## src/rtl/demux_route_ctrl.sv

```systemverilog
// rtl/demux_route_ctrl.sv - valid/ready sequencer driving a 2-to-4 demux, with wait timeout.
// Optional per-sink delivery counters are built when DEMUX_ROUTE_STATS_EN is defined.
module demux_route_ctrl #(
  parameter int DATA_W  = 8,
  parameter int TIMEOUT = 16
`ifdef DEMUX_ROUTE_STATS_EN
  , parameter int STAT_W = 16
`endif
) (
  input  logic              clk,
  input  logic              rst_n,
  input  logic              in_valid,
  output logic              in_ready,
  input  logic [DATA_W-1:0] in_data,
  input  logic [1:0]        in_dest,
  output logic              dmx_a,
  output logic              dmx_b,
  output logic              dmx_en,
  output logic [3:0]        out_valid,
  output logic [DATA_W-1:0] out_data,
  input  logic [3:0]        out_ready,
  output logic              done,
  output logic              drop_err
`ifdef DEMUX_ROUTE_STATS_EN
  , input  logic              stat_clr
  , output logic [4*STAT_W-1:0] stat_cnt
`endif
);

  typedef enum logic {IDLE, BUSY} state_t;

  localparam int WCW = (TIMEOUT > 0) ? $clog2(TIMEOUT + 1) : 1;
  localparam logic [WCW-1:0] WAIT_LAST = (TIMEOUT > 0) ? WCW'(TIMEOUT - 1) : '0;

  state_t         state;
  logic [WCW-1:0] wait_cnt;
  logic [1:0]     dest_q;
  logic           deliver;
  logic           expire;
  logic           accept;

  // The select outputs double as the held destination register.
  assign dest_q   = {dmx_b, dmx_a};
  assign deliver  = (state == BUSY) && out_ready[dest_q];
  assign expire   = (TIMEOUT > 0) && (state == BUSY) && !deliver && (wait_cnt == WAIT_LAST);
  assign in_ready = rst_n && ((state == IDLE) || deliver);
  assign accept   = in_valid && in_ready;

  always_ff @(posedge clk or negedge rst_n) begin
    if (!rst_n) begin
      state     <= IDLE;
      dmx_a     <= 1'b0;
      dmx_b     <= 1'b0;
      dmx_en    <= 1'b0;
      out_valid <= 4'b0000;
      out_data  <= '0;
      done      <= 1'b0;
      drop_err  <= 1'b0;
      wait_cnt  <= '0;
    end else begin
      done     <= deliver;
      drop_err <= expire;
      if (accept) begin
        state     <= BUSY;
        out_data  <= in_data;
        dmx_b     <= in_dest[1];
        dmx_a     <= in_dest[0];
        dmx_en    <= 1'b1;
        out_valid <= 4'b0001 << in_dest;
        wait_cnt  <= '0;
      end else if (deliver || expire) begin
        state     <= IDLE;
        dmx_a     <= 1'b0;
        dmx_b     <= 1'b0;
        dmx_en    <= 1'b0;
        out_valid <= 4'b0000;
        wait_cnt  <= '0;
      end else if ((state == BUSY) && (TIMEOUT > 0)) begin
        wait_cnt <= wait_cnt + 1'b1;
      end
    end
  end

`ifdef DEMUX_ROUTE_STATS_EN
  logic [STAT_W-1:0] cnt_q [4];

  // Clear has priority over a same-cycle delivery; counters saturate at all-ones.
  always_ff @(posedge clk or negedge rst_n) begin
    if (!rst_n) begin
      for (int i = 0; i < 4; i++) cnt_q[i] <= '0;
    end else if (stat_clr) begin
      for (int i = 0; i < 4; i++) cnt_q[i] <= '0;
    end else if (deliver && (cnt_q[dest_q] != {STAT_W{1'b1}})) begin
      cnt_q[dest_q] <= cnt_q[dest_q] + 1'b1;
    end
  end

  for (genvar g = 0; g < 4; g++) begin : g_stat
    assign stat_cnt[g*STAT_W +: STAT_W] = cnt_q[g];
  end
`endif

endmodule

```

## config.mk

```make
export PLATFORM = sky130hd
export DESIGN_NAME = demux_route_ctrl
export DESIGN_NICKNAME = d
export VERILOG_FILES = /design/src/rtl/demux_route_ctrl.sv
export SDC_FILE = /design/constraint.sdc
export NUM_CORES = 1
export LEC_CHECK = 0
export ABC_AREA = 1
export BUFFER_PORTS_ARGS = -buffer_cell sky130_fd_sc_hd__buf_2
export CAP_MARGIN = 5
export CORE_MARGIN = 5
export CORE_UTILIZATION = 45
export DETAILED_ROUTE_END_ITERATION = 10
export PLACE_DENSITY = 0.75
export SLEW_MARGIN = 20
export SYNTH_ARGS = -nofsm -noshare
export SYNTH_HDL_FRONTEND = slang
export SYNTH_SLANG_ARGS = --single-unit
```

## constraint.sdc

```tcl
create_clock -name clk -period 4.1 [get_ports clk]
set_clock_uncertainty 0.05 [all_clocks]
set_input_delay 0 -clock clk [delete_from_list [all_inputs] [get_ports clk]]
set_output_delay 0 -clock clk [all_outputs]
set_load 0.05 [all_outputs]
```

Word level (Yosys, flattened, before mapping)
Cells that the tools add are included.
{"block": "totals", "regBits": 22}
{"block": "classes", "n_addsub": 1, "order_cmp": 1, "n_eq_ne": 1, "shifts": 1, "n_mux": 11, "bitwise": 1, "reduce_logical": 10}
{"cell": "2-to-1 mux 5 bit", "n": 3}
{"cell": "2-to-1 mux 4 bit", "n": 2}
{"cell": "adder 5 x 1 -> 5 bit (second input constant)", "n": 1}
{"cell": "equality test 5 x 4 -> 1 bit (second input constant)", "n": 1}
{"cell": "logical AND 1 bit", "n": 5}
{"cell": "2-to-1 mux 1 bit", "n": 5}
{"cell": "<< shifter 1 x 2 -> 4 bit (first input constant)", "n": 1}
{"cell": "< comparator 2 x 3 -> 1 bit (second input constant)", "n": 1}
{"cell": "nonzero test 3 bit", "n": 1}
{"cell": "binary-select mux 1 bit (select 2 bit)", "n": 1}
{"cell": "logical OR 1 bit", "n": 2}
{"cell": "nonzero test 2 bit", "n": 1}
{"cell": "logical NOT 1 bit", "n": 1}
{"cell": "inverter 1 bit", "n": 1}

Logic depth before layout (Yosys ltp)
Gate-level depths: netlist (run 1).
{"block": "logic_depth", "word_depth": 9, "depth_mapped": 9}

Worst setup path after synthesis (run 1)
Ideal clock, no wire load.
{"block": "synth_timing", "path_type": "register to register", "start": "register dmx_a", "end": "register out_data[0]", "setup_time_ps": 68, "t_arrival_ps": 1851, "t_required_ps": 3982, "slack_ps": 2130, "stages_incl_launch_ff": 7, "n_path_buf": 0, "synth_period_minus_slack_ps": 1970, "cell_sequence": "dfrtp_1 -> nand2_1 -> nand3_2 -> nand2_4 -> a21boi_2 -> nand3_1 -> nand2_1"}
{"block": "synth_between", "elab_chain_len": 6}
{"item": "from (decl)", "line_no": "16", "rtl": "output logic dmx_a,"}
{"item": "from (signal assigned)", "line_no": "67", "rtl": "dmx_a <= in_dest[0];"}
{"item": "binary-select mux 1 bit (select 2 bit)", "line_no": "44", "rtl": "assign deliver = (state == BUSY) && out_ready[dest_q];"}
{"item": "2-to-1 mux 1 bit (not written as such)", "line_no": "44"}
{"item": "logical AND 1 bit", "line_no": "44"}
{"item": "logical OR 1 bit", "line_no": "46", "rtl": "assign in_ready = rst_n && ((state == IDLE) || deliver);"}
{"item": "logical AND 1 bit", "line_no": "46"}
{"item": "named net in_ready", "line_no": "13", "rtl": "output logic in_ready,"}
{"item": "logical AND 1 bit", "line_no": "47", "rtl": "assign accept = in_valid && in_ready;"}
{"item": "to (signal assigned)", "line_no": "65", "rtl": "out_data <= in_data;"}
{"item": "to (decl)", "line_no": "20", "rtl": "output logic [DATA_W-1:0] out_data,"}
The timed path passes the listed nets, and every way through them passes these cells. The select of a mux whose other input is x is not followed.
A chain may end at the register's enable or synchronous reset.

Worst setup path in the final report (run 1)
{"block": "layout_timing", "start": "input port rst_n", "end": "register out_data[3]"}
{"block": "layout_between", "elab_chain_len": 2}
{"item": "from (decl)", "line_no": "11", "rtl": "input logic rst_n,"}
{"item": "logical AND 1 bit", "line_no": "46"}
{"item": "logical AND 1 bit", "line_no": "47"}
Every way passes these cells.

==> summary.md, run 1 <==
| Metric | Value |
|---|---|
| Pint | `between 0.5 and 0.6 mW` |
| Die width | `just under 60 µm` |
| RSZ-0062 raised after global routing | `false` |
| Synth Instances | `111` |
| Die area | `~3500 µm²` |
| R2R Path Start | `dmx_a` |
| TritonCTS Sinks | `22` |
| Port bufs | `34` |
| FF+latch count, synth | `22` |
| Syn. warnings | `0` |
| DR iter-0 viols | `15` |
| Final Util | `0.662` |
| Antenna cells | `0` |
| Drt wl/cell | `between 10 and 15 µm` |
| CP startpoint | `rst_n` |
| Critical Path AT | `approximately 2300 ps` |
| Post-route ant nets | `0` |
| Largest net degree at the start of global routing | `29` |
| Post-synth net total | `130` |
| Core footprint | `~2300 µm²` |
| Critical path class | `input pin to flip-flop` |
| Startpoint Class | `input pin` |
| Seq/Total Area, Yosys | `0.507` |
| Syn avg cell area | `between 9 and 10 µm²` |
| Worst slew margin | `0.649` |
| Sequential share of power | `0.319` |
| Post-Route WL | `2540 µm` |
| Longest Clk Path Bufs | `2` |
| NumNets Final | `between 150 and 200` |
| Final Setup Violations | `0` |
| Final count of pins violating max slew | `0` |
| Leakage power | `roughly 0.77 nW` |
| P&R area growth vs syn | `37.6%` |
| CTS root buf | `clkbuf_4` |
| Clock share of power | `0.146` |
| Post-synth cell types | `21` |
| Starting density of the core | `0.481` |
| Setup tns final | `0 ps` |
| Pre-antenna DRT Iters | `4` |
| Crit end category | `flip-flop` |
| Net Sw Power | `0.566 mW` |
| Max Clk Rate | `0.485 GHz` |
| Remaining DRCs | `0` |
| CTS clock-pin slew for the worst setup and hold paths | `120 ps` |
| Measured slew at the worst slew-check pin | `526 ps` |
| Htree depth | `1` |
| Status | `complete, no violations` |
| Fillers | `between 150 and 200` |
| Worst hold path type | `input pin to flip-flop` |
| Cell Area, Synth | `approximately 1100 µm²` |
| GR Overflow Total | `0` |
| DP HPWL | `roughly 1600 µm` |
| Via count | `a little under 1k` |
| Switching Fraction | `0.510` |
| CTS Buf Count | `3` |
| Fin crit share | `0.503` |
| Layout cells sized above 1 | `0.333` |
| FP Rows | `17` |
| Pwr per Cell Area | `roughly 740 nW/µm²` |
| Vias in the first global route | `about 1.1k` |
| HP Start | `out_ready[2]` |
| Crit path max fanout | `24` |
| GRT Total Usage | `0.166` |
| Post-CTS Setup Bufs | `0` |
| IO Pins | `35` |
| Max-Cap Viols | `0` |
| First-pass GRT wire length | `roughly 4400 µm` |
| RD Place Congestion | `roughly 0.83` |
| Antenna violations before repair | `0` |
| Peak VDD IR | `approximately 0.5 mV` |
| DR vias/cell | `a little over 5` |
| Worst endpoint required time | `about 4300 ps` |
| Worst skew pair latency | `a little over 300 ps` |
| Hold Vio Cnt, Final | `0` |
| Comb power frac | `0.535` |
| Die Y-Extent | `~60 µm` |
| Tmin final | `around 2000 ps` |
| CTS tree | `built` |
## synth_stat cells
cell | instances | share of area
a21boi_2 | 1 | 0.010
a21oi_4 | 1 | 0.015
and3_1 | 1 | 0.0058
buf_12 | 1 | 0.018
buf_4 | 1 | 0.0069
buf_6 | 2 | 0.021
dfrtp_1 | 22 | 0.51
ha_1 | 2 | 0.023
inv_1 | 8 | 0.028
inv_2 | 1 | 0.0035
nand2_1 | 28 | 0.097
nand2_4 | 3 | 0.031
nand3_1 | 18 | 0.083
nand3_2 | 4 | 0.037
nand3_4 | 1 | 0.016
nand4_1 | 1 | 0.0058
nor2_1 | 5 | 0.017
nor2_2 | 2 | 0.012
o21ai_0 | 3 | 0.014
o21ai_2 | 4 | 0.032
xor2_1 | 2 | 0.016
## area by class of cell
cell class | instances | area [µm²] | area share
sequential | 22 | 551 | 0.369
multi-input combinational | 76 | 450 | 0.302
timing repair buffer | 54 | 370 | 0.248
tap | 28 | 35.0 | 0.0235
inverter | 9 | 33.8 | 0.0226
clock inverter | 1 | 30.0 | 0.0201
clock buffer | 3 | 22.5 | 0.0151
## per-layer routing
| layer | GRT usage | routed length [µm] |
|---|---|---|
| met1 | 0.179 | 966 |
| met2 | 0.295 | 1320 |
| met3 | 0.0566 | 205 |
| met4 | 0.0680 | 41 |
| met5 | 0 | 0 |
## critical path: stages
cell and delay, ps:
dlygate4sd3_1 520, buf_2 440, a21boi_2 480, nand3_1 140
dlygate4sd3_1 600, nand2_1 80
## sequential cells by signal, indices dropped and copies added (netlist names)
| register | count |
|---|---|
| state | 1 |
| wait_cnt | 5 |
| out_valid | 4 |
| dmx_b | 1 |
| dmx_a | 1 |
| out_data | 8 |
| done | 1 |
| drop_err | 1 |
## kinds of logic (layout without fill, tap and decap cells)
logic type / count (synthesis) / after routing / share of synthesized area
AND/OR/NAND/NOR: 63 / 63 / 0.305
flip-flops: 22 / 22 / 0.507
buffers and inverters: 13 / 67 / 0.0773
AO/OA/AOI/OAI: 9 / 9 / 0.0715
adder cells (fa/ha/maj): 2 / 2 / 0.0231
XOR/XNOR: 2 / 2 / 0.0162
## through the flow
stage / std cells / hold WS [ps] / area (µm²) / setup WS, ps / total power [mW]
final: 193 / 74.4 / 1490 / 2040 / 1.11
after global routing: 193 / 94.0 / 1490 / 1830 / 1.18
after CTS: 193 / 59.5 / 1490 / 2110 / 1.12
after detailed placement: 169 / -37.2 / 1240 / 2340 / 0.933
after global placement: 169 / -42.6 / 1240 / 2450 / 0.917
after floorplan: 111 / -346 / 1080 / 2130 / 0.822
## power groups by stage
stage               Combinational [mW]  Clock (mW)  Sequential [mW]
finish                           0.594       0.162            0.355
detailed placement               0.575           0            0.358
global placement                 0.561           0            0.356
global route                     0.639       0.173            0.365
floorplan                        0.248           0            0.574
CTS                              0.595       0.167            0.355
## path summary, 6_finish.rpt
path                          endpoint  slack [ps]  depth (start not counted)
setup / recovery           out_data[3]        2040                          6
setup reg to reg           out_data[3]        2070                          8
max in group asynchronous  wait_cnt[2]        3500                          2
min in group asynchronous  out_data[2]         130                          2
hold / removal                    done          70                          5
hold reg to reg            out_data[0]         440                          2
## timing repair
item	CTS	global route
resized for setup	0	0
hold buffers	20	0
hold endpoints to repair	36	0
## cells in the final DEF (no fill, tap or decap)
cell type / synthesis / final
xor2_1: 2 / 2
o21ai_0: 3 / 3
clkbuf_4: 0 / 3
dfrtp_1: 22 / 22
and3_1: 1 / 1
nand3_4: 1 / 1
dlygate4sd3_1: 0 / 20
a21oi_4: 1 / 1
a21boi_2: 1 / 1
inv_2: 1 / 1
nor2_1: 5 / 5
nand4_1: 1 / 1
buf_2: 0 / 34
ha_1: 2 / 2
nor2_2: 2 / 2
bufinv_16: 0 / 1
nand3_1: 18 / 18
nand3_2: 4 / 4
inv_1: 8 / 8
nand2_1: 28 / 28
o21ai_2: 4 / 4
nand2_4: 3 / 3
No activity file was read; power rests on OpenSTA's default activity.
==> run 2, diff against run 1 <==
CORE_UTILIZATION = 44   (was 45)
PLACE_DENSITY = 0.76   (was 0.75)
clock period = 1.8 ns   (was 4.1 ns; I/O delays follow)
==> run 2 against run 1 <==
  * Via count decreased by 1.8%
  * Design area decreased by 2.6%
  * Largest cell class unchanged
  * Combinational power grew 130%
  * Critical path depth unchanged
  * Global-route usage is 0.86 points lower
  * Sequential share of layout area up 0.98 points
  * Wire length decreased by 1.5%
  * Register-to-register slack got worse by 1900 ps
  * Sequential power is 120% higher
  * Clock power rose by 67%
==> summary.md, run 2 (synthesis results as in run 1) <==
| Metric | Value |
|---|---|
| Post-Route WL | `between 2000 and 2500 µm` |
| FP Rows | `18` |
| GRT Total Usage | `0.158` |
| Most flop-heavy register | `out_data` |
| Die width | `around 60 µm` |
| Fin crit share | `0.919` |
| Drt wl/cell | `13.0 µm` |
| Htree depth | `1` |
| Crit end category | `output pin` |
| Comb power frac | `0.569` |
| Fillers | `196` |
| Layout cells sized above 1 | `0.358` |
| Worst endpoint required time | `between 1500 and 2000 ps` |
| Critical Path AT | `~1600 ps` |
| Critical path class | `flip-flop to output pin` |
| Leakage power | `slightly below 0.8 nW` |
| Top flop regs | `out_data: 8 flops, wait_cnt: 5 flops, out_valid: 4 flops` |
| Worst skew pair latency | `a little over 300 ps` |
| DR iter-0 viols | `21` |
| Critical Path Max Stage Delay | `roughly 440 ps` |
| Vias in the first global route | `965` |
| Pre-antenna DRT Iters | `6` |
| Worst slew margin | `0.759` |
| TritonCTS Sinks | `22` |
| Die area | `3560 µm²` |
| Remaining DRCs | `0` |
| RD Place Congestion | `0.865` |
| CTS root buf | `clkbuf_4` |
| Longest Clk Path Bufs | `2` |
| CP startpoint | `dmx_a` |
| Measured slew at the worst slew-check pin | `361 ps` |
| Max FFs per register | `8` |
| Most frequent cells in the layout | `33 x buf_2, 28 x nand2_1, 22 x dfrtp_1, 18 x nand3_1, 15 x dlygate4sd3_1` |
| RSZ-0062 raised after global routing | `false` |
| Clock share of power | `0.110` |
| CTS tree | `built` |
| Via count | `approximately 960` |
| DP HPWL | `between 1500 and 2000 µm` |
| Worst hold path type | `input pin to flip-flop` |
| P&R area growth vs syn | `34.0%` |
| Critical-path top delay cell | `dfrtp_1` |
| CTS Buf Count | `3` |
| Antenna cells | `0` |
| Setup tns final | `0 ps` |
| Crit path max fanout | `9` |
| Sequential share of power | `0.321` |
| DR vias/cell | `slightly below 5` |
| Final Setup Violations | `0` |
| Final count of pins violating max slew | `0` |
| Hold Vio Cnt, Final | `0` |
| HP Start | `out_ready[2]` |
| Core footprint | `around 2400 µm²` |
| R2R Path Start | `wait_cnt[0]` |
| Post-route ant nets | `0` |
| Die Y-Extent | `a little under 60 µm` |
| Switching Fraction | `0.532` |
| First-pass GRT wire length | `roughly 4300 µm` |
| NumNets Final | `182` |
| Status | `complete, no violations` |
| IO Pins | `35` |
| Port bufs | `34` |
| Pwr per Cell Area | `1690 nW/µm²` |
| Startpoint Class | `flip-flop` |
| Antenna violations before repair | `0` |
| Max Clk Rate | `around 0.6 GHz` |
| GR Overflow Total | `0` |
| Starting density of the core | `0.450` |
| Max-Cap Viols | `0` |
| Tmin final | `1650 ps` |
| CTS clock-pin slew for the worst setup and hold paths | `120 ps` |
| Net Sw Power | `~1.3 mW` |
| Peak VDD IR | `1.07 mV` |
| Pint | `roughly 1.1 mW` |
| Fin Hold WS | `~49 ps` |
| Commonest non-fill, non-tap cell in the layout | `buf_2` |
| Largest net degree at the start of global routing | `29` |
| Ordered cell list for the critical path | `inv_2 -> nand2_1 -> nand3_2 -> nand2_4 -> a21boi_4 -> clkbuf_4` |
==> run 2: layout make-up <==
cell class / instances / area [µm²] / share of cell area
inverter: 9 / 33.8 / 0.0232
timing repair buffer: 51 / 338 / 0.232
multi-input combinational: 76 / 458 / 0.315
clock buffer: 4 / 36.3 / 0.0250
sequential: 22 / 551 / 0.379
tap: 30 / 37.5 / 0.0258
==> run 2: what timing repair did <==
action,in CTS,in global routing
hold buffers,15,0
hold endpoints to repair,36,0
setup endpoints to repair,0,7
gates resized for setup,0,2
buffers inserted,0,0
==> run 2: power by group through the flow <==
stage | clock, mW | sequential (mW) | combinational [mW]
after floorplan | 0 | 1.31 | 0.579
after CTS | 0.283 | 0.785 | 1.39
after detailed placement | 0 | 0.790 | 1.37
final | 0.271 | 0.786 | 1.39
after global routing | 0.299 | 0.815 | 1.50
after global placement | 0 | 0.782 | 1.34
==> run 2: metal layers <==
metal,up-vias,track usage,wire length [µm]
met3,8,0.0302,166
met5,-,0,0
li1,462,-,-
met2,33,0.272,1310
met1,452,0.188,969
met4,0,0.0728,57
==> run 2: path summary, 6_finish.rpt <==
kind / slack [ps] / depth (start not counted) / to
worst max-delay path: 150 / 6 / in_ready
worst min-delay path: 50 / 5 / done
worst max register to register: 150 / 8 / out_valid[3]
worst min register to register: 450 / 2 / out_data[3]
max in group asynchronous: 910 / 3 / wait_cnt[4]
min in group asynchronous: 200 / 3 / dmx_b
==> run 2: through the flow <==
| step | utilization | setup WS, ps | area (µm²) | power [mW] | std cells |
|---|---|---|---|---|---|
| 2_1_floorplan | - | 60.7 | 1090 | 1.89 | 111 |
| 3_3_place_gp | 0.525 | 159 | 1260 | 2.12 | 173 |
| 3_5_place_dp | 0.525 | 92.5 | 1260 | 2.16 | 173 |
| 4_1_cts | 0.602 | 56.0 | 1450 | 2.46 | 192 |
| 5_1_grt | 0.603 | 9.06 | 1450 | 2.62 | 192 |
| 6_report | 0.603 | 146 | 1450 | 2.45 | 192 |
==> run 2: critical path, delay by kind of cell (launching register included) <==
kind | cells | cell delay (ps)
AOI/OAI and AO/OA | 1 | 260
and+or+nand+nor | 3 | 220
buffers and inverters | 2 | 370
DFF | 1 | 440
==> run 3, diff against run 2 <==
HOLD_SLACK_MARGIN = 0.12   (was unset)
SLEW_MARGIN = 10   (was 20)
==> run 3 against run 2 <==
  * Total power increased by 2.7%
  * Non-clock buffer count up 4
  * Sequential power about the same
  * First-iteration DRC count increased by 33%
  * Maximum frequency decreased by 0.20%
  * Critical path depth rose by 2
==> summary.md, run 3 (synthesis results as in run 1) <==
| Metric | Value |
|---|---|
| GRT Total Usage | `0.162` |
| Starting density of the core | `0.450` |
| DR iter-0 viols | `28` |
| Max Clk Rate | `~0.60 GHz` |
| Most frequent cells in the layout | `33 x buf_2, 28 x nand2_1, 22 x dfrtp_1, 18 x nand3_1, 18 x dlygate4sd3_1` |
| IO Pins | `35` |
| Antenna violations before repair | `0` |
| Commonest non-fill, non-tap cell in the layout | `buf_2` |
| Fillers | `190` |
| Setup tns final | `0 ps` |
| NumNets Final | `186` |
| DR vias/cell | `between 5 and 6` |
| Htree depth | `1` |
| Drt wl/cell | `13.3 µm` |
| Max FFs per register | `8` |
| Vias in the first global route | `994` |
| Post-Route WL | `around 2600 µm` |
| Pre-antenna DRT Iters | `6` |
| Longest Clk Path Bufs | `2` |
| Post-route ant nets | `0` |
| TritonCTS Sinks | `22` |
| Antenna cells | `0` |
| Die Y-Extent | `59.7 µm` |
| Die width | `about 60 µm` |
| First-pass GRT wire length | `between 4000 and 5000 µm` |
| Die area | `approximately 3600 µm²` |
| P&R area growth vs syn | `37.5%` |
| Met3 routed WL | `~180 µm` |
| Final Setup Violations | `0` |
| Largest net degree at the start of global routing | `29` |
| Via count | `986` |
| CTS tree | `built` |
| Tmin final | `~1700 ps` |
| CTS clock-pin slew for the worst setup and hold paths | `between 100 and 150 ps` |
| RSZ-0062 raised after global routing | `false` |
| Core footprint | `approximately 2400 µm²` |
| Final count of pins violating max slew | `0` |
| Top flop regs | `out_data: 8 flops, wait_cnt: 5 flops, out_valid: 4 flops` |
| Layout cells sized above 1 | `0.355` |
| Status | `complete, no violations` |
| Worst skew pair latency | `slightly above 300 ps` |
| Leakage power | `just under 0.8 nW` |
| Critical path class | `flip-flop to flip-flop` |
| Worst slew margin | `0.758` |
| Fin crit share | `0.921` |
| CTS Buf Count | `3` |
| Critical Path AT | `around 1800 ps` |
| DP HPWL | `approximately 1700 µm` |
| Remaining DRCs | `0` |
| CTS root buf | `clkbuf_4` |
| Highest routed layer | `met4` |
| GR Overflow Total | `0` |
| FP Rows | `18` |
| Startpoint Class | `flip-flop` |
| Reg-to-reg slack, setup | `roughly 140 ps` |
| Met2 wire length | `about 1400 µm` |
| Pwr per Cell Area | `1690 nW/µm²` |
| Wl on met1 | `roughly 1000 µm` |
| Max-Cap Viols | `0` |
| Most flop-heavy register | `out_data` |
| Crit end category | `flip-flop` |
| RD Place Congestion | `0.865` |
| Hold Vio Cnt, Final | `0` |
| Worst endpoint required time | `between 1500 and 2000 ps` |
| Crit path max fanout | `7` |
| Peak VDD IR | `1.13 mV` |
| Measured slew at the worst slew-check pin | `364 ps` |
| Final Util | `0.619` |
| Port bufs | `34` |
| Worst hold path type | `input pin to asynchronous set/reset pin` |
[run 3: path summary, 6_finish.rpt]
path	from	to	depth (start not counted)
min reg2reg	out_data[3]	out_data[3]	2
max reg2reg	wait_cnt[0]	out_valid[3]	8
min	rst_n	dmx_b	3
min in group clk	out_ready[0]	out_data[6]	7
max in group asynchronous	rst_n	wait_cnt[2]	3
max	wait_cnt[0]	out_valid[3]	8
[run 3: layout make-up]
cell class,count,area (µm²),share of cell area
Sequential cell,22,551,0.369
Clock buffer,4,36.3,0.0243
Timing Repair Buffer,55,375,0.252
Tap cell,30,37.5,0.0252
Multi-Input combinational cell,76,458,0.307
Inverter,9,33.8,0.0227
[run 3: timing repair]
| action | in CTS | in global routing |
|---|---|---|
| hold buffers | 18 | 0 |
| buffers inserted | 0 | 1 |
| endpoints found under the hold margin | 38 | 0 |
| gates resized for setup | 0 | 2 |
| endpoints found under the setup margin | 0 | 9 |
[run 3: power by group]
group / switching (mW) / leakage (nW) / internal, mW
Sequential: 0.120 / 0.285 / 0.665
Combinational: 1.06 / 0.481 / 0.406
Clock: 0.148 / 0.0210 / 0.124
[run 3: layer usage]
layer / GRT usage / up-vias
met5: 0 / -
met4: 0.0759 / 0
met3: 0.0281 / 10
met2: 0.292 / 39
met1: 0.184 / 466
li1: - / 471
[run 3: stage by stage]
stage	hold slack [ps]	cells	setup WS [ps]	area, µm²	total power, mW
CTS	190	195	56.0	1480	2.50
global placement	-193	173	159	1260	2.12
detailed placement	-187	173	92.5	1260	2.16
global route	222	196	9.28	1490	2.68
finish	188	196	143	1490	2.52
floorplan	-346	111	60.7	1090	1.89
[run 3: critical path: stages, from the launching register on]
cell and delay (ps):
dfrtp_1 420, ha_1 220, and3_1 190, ha_1 180
inv_1 110, a21oi_4 90, inv_2 130, nand3_1 80
o21ai_0 100
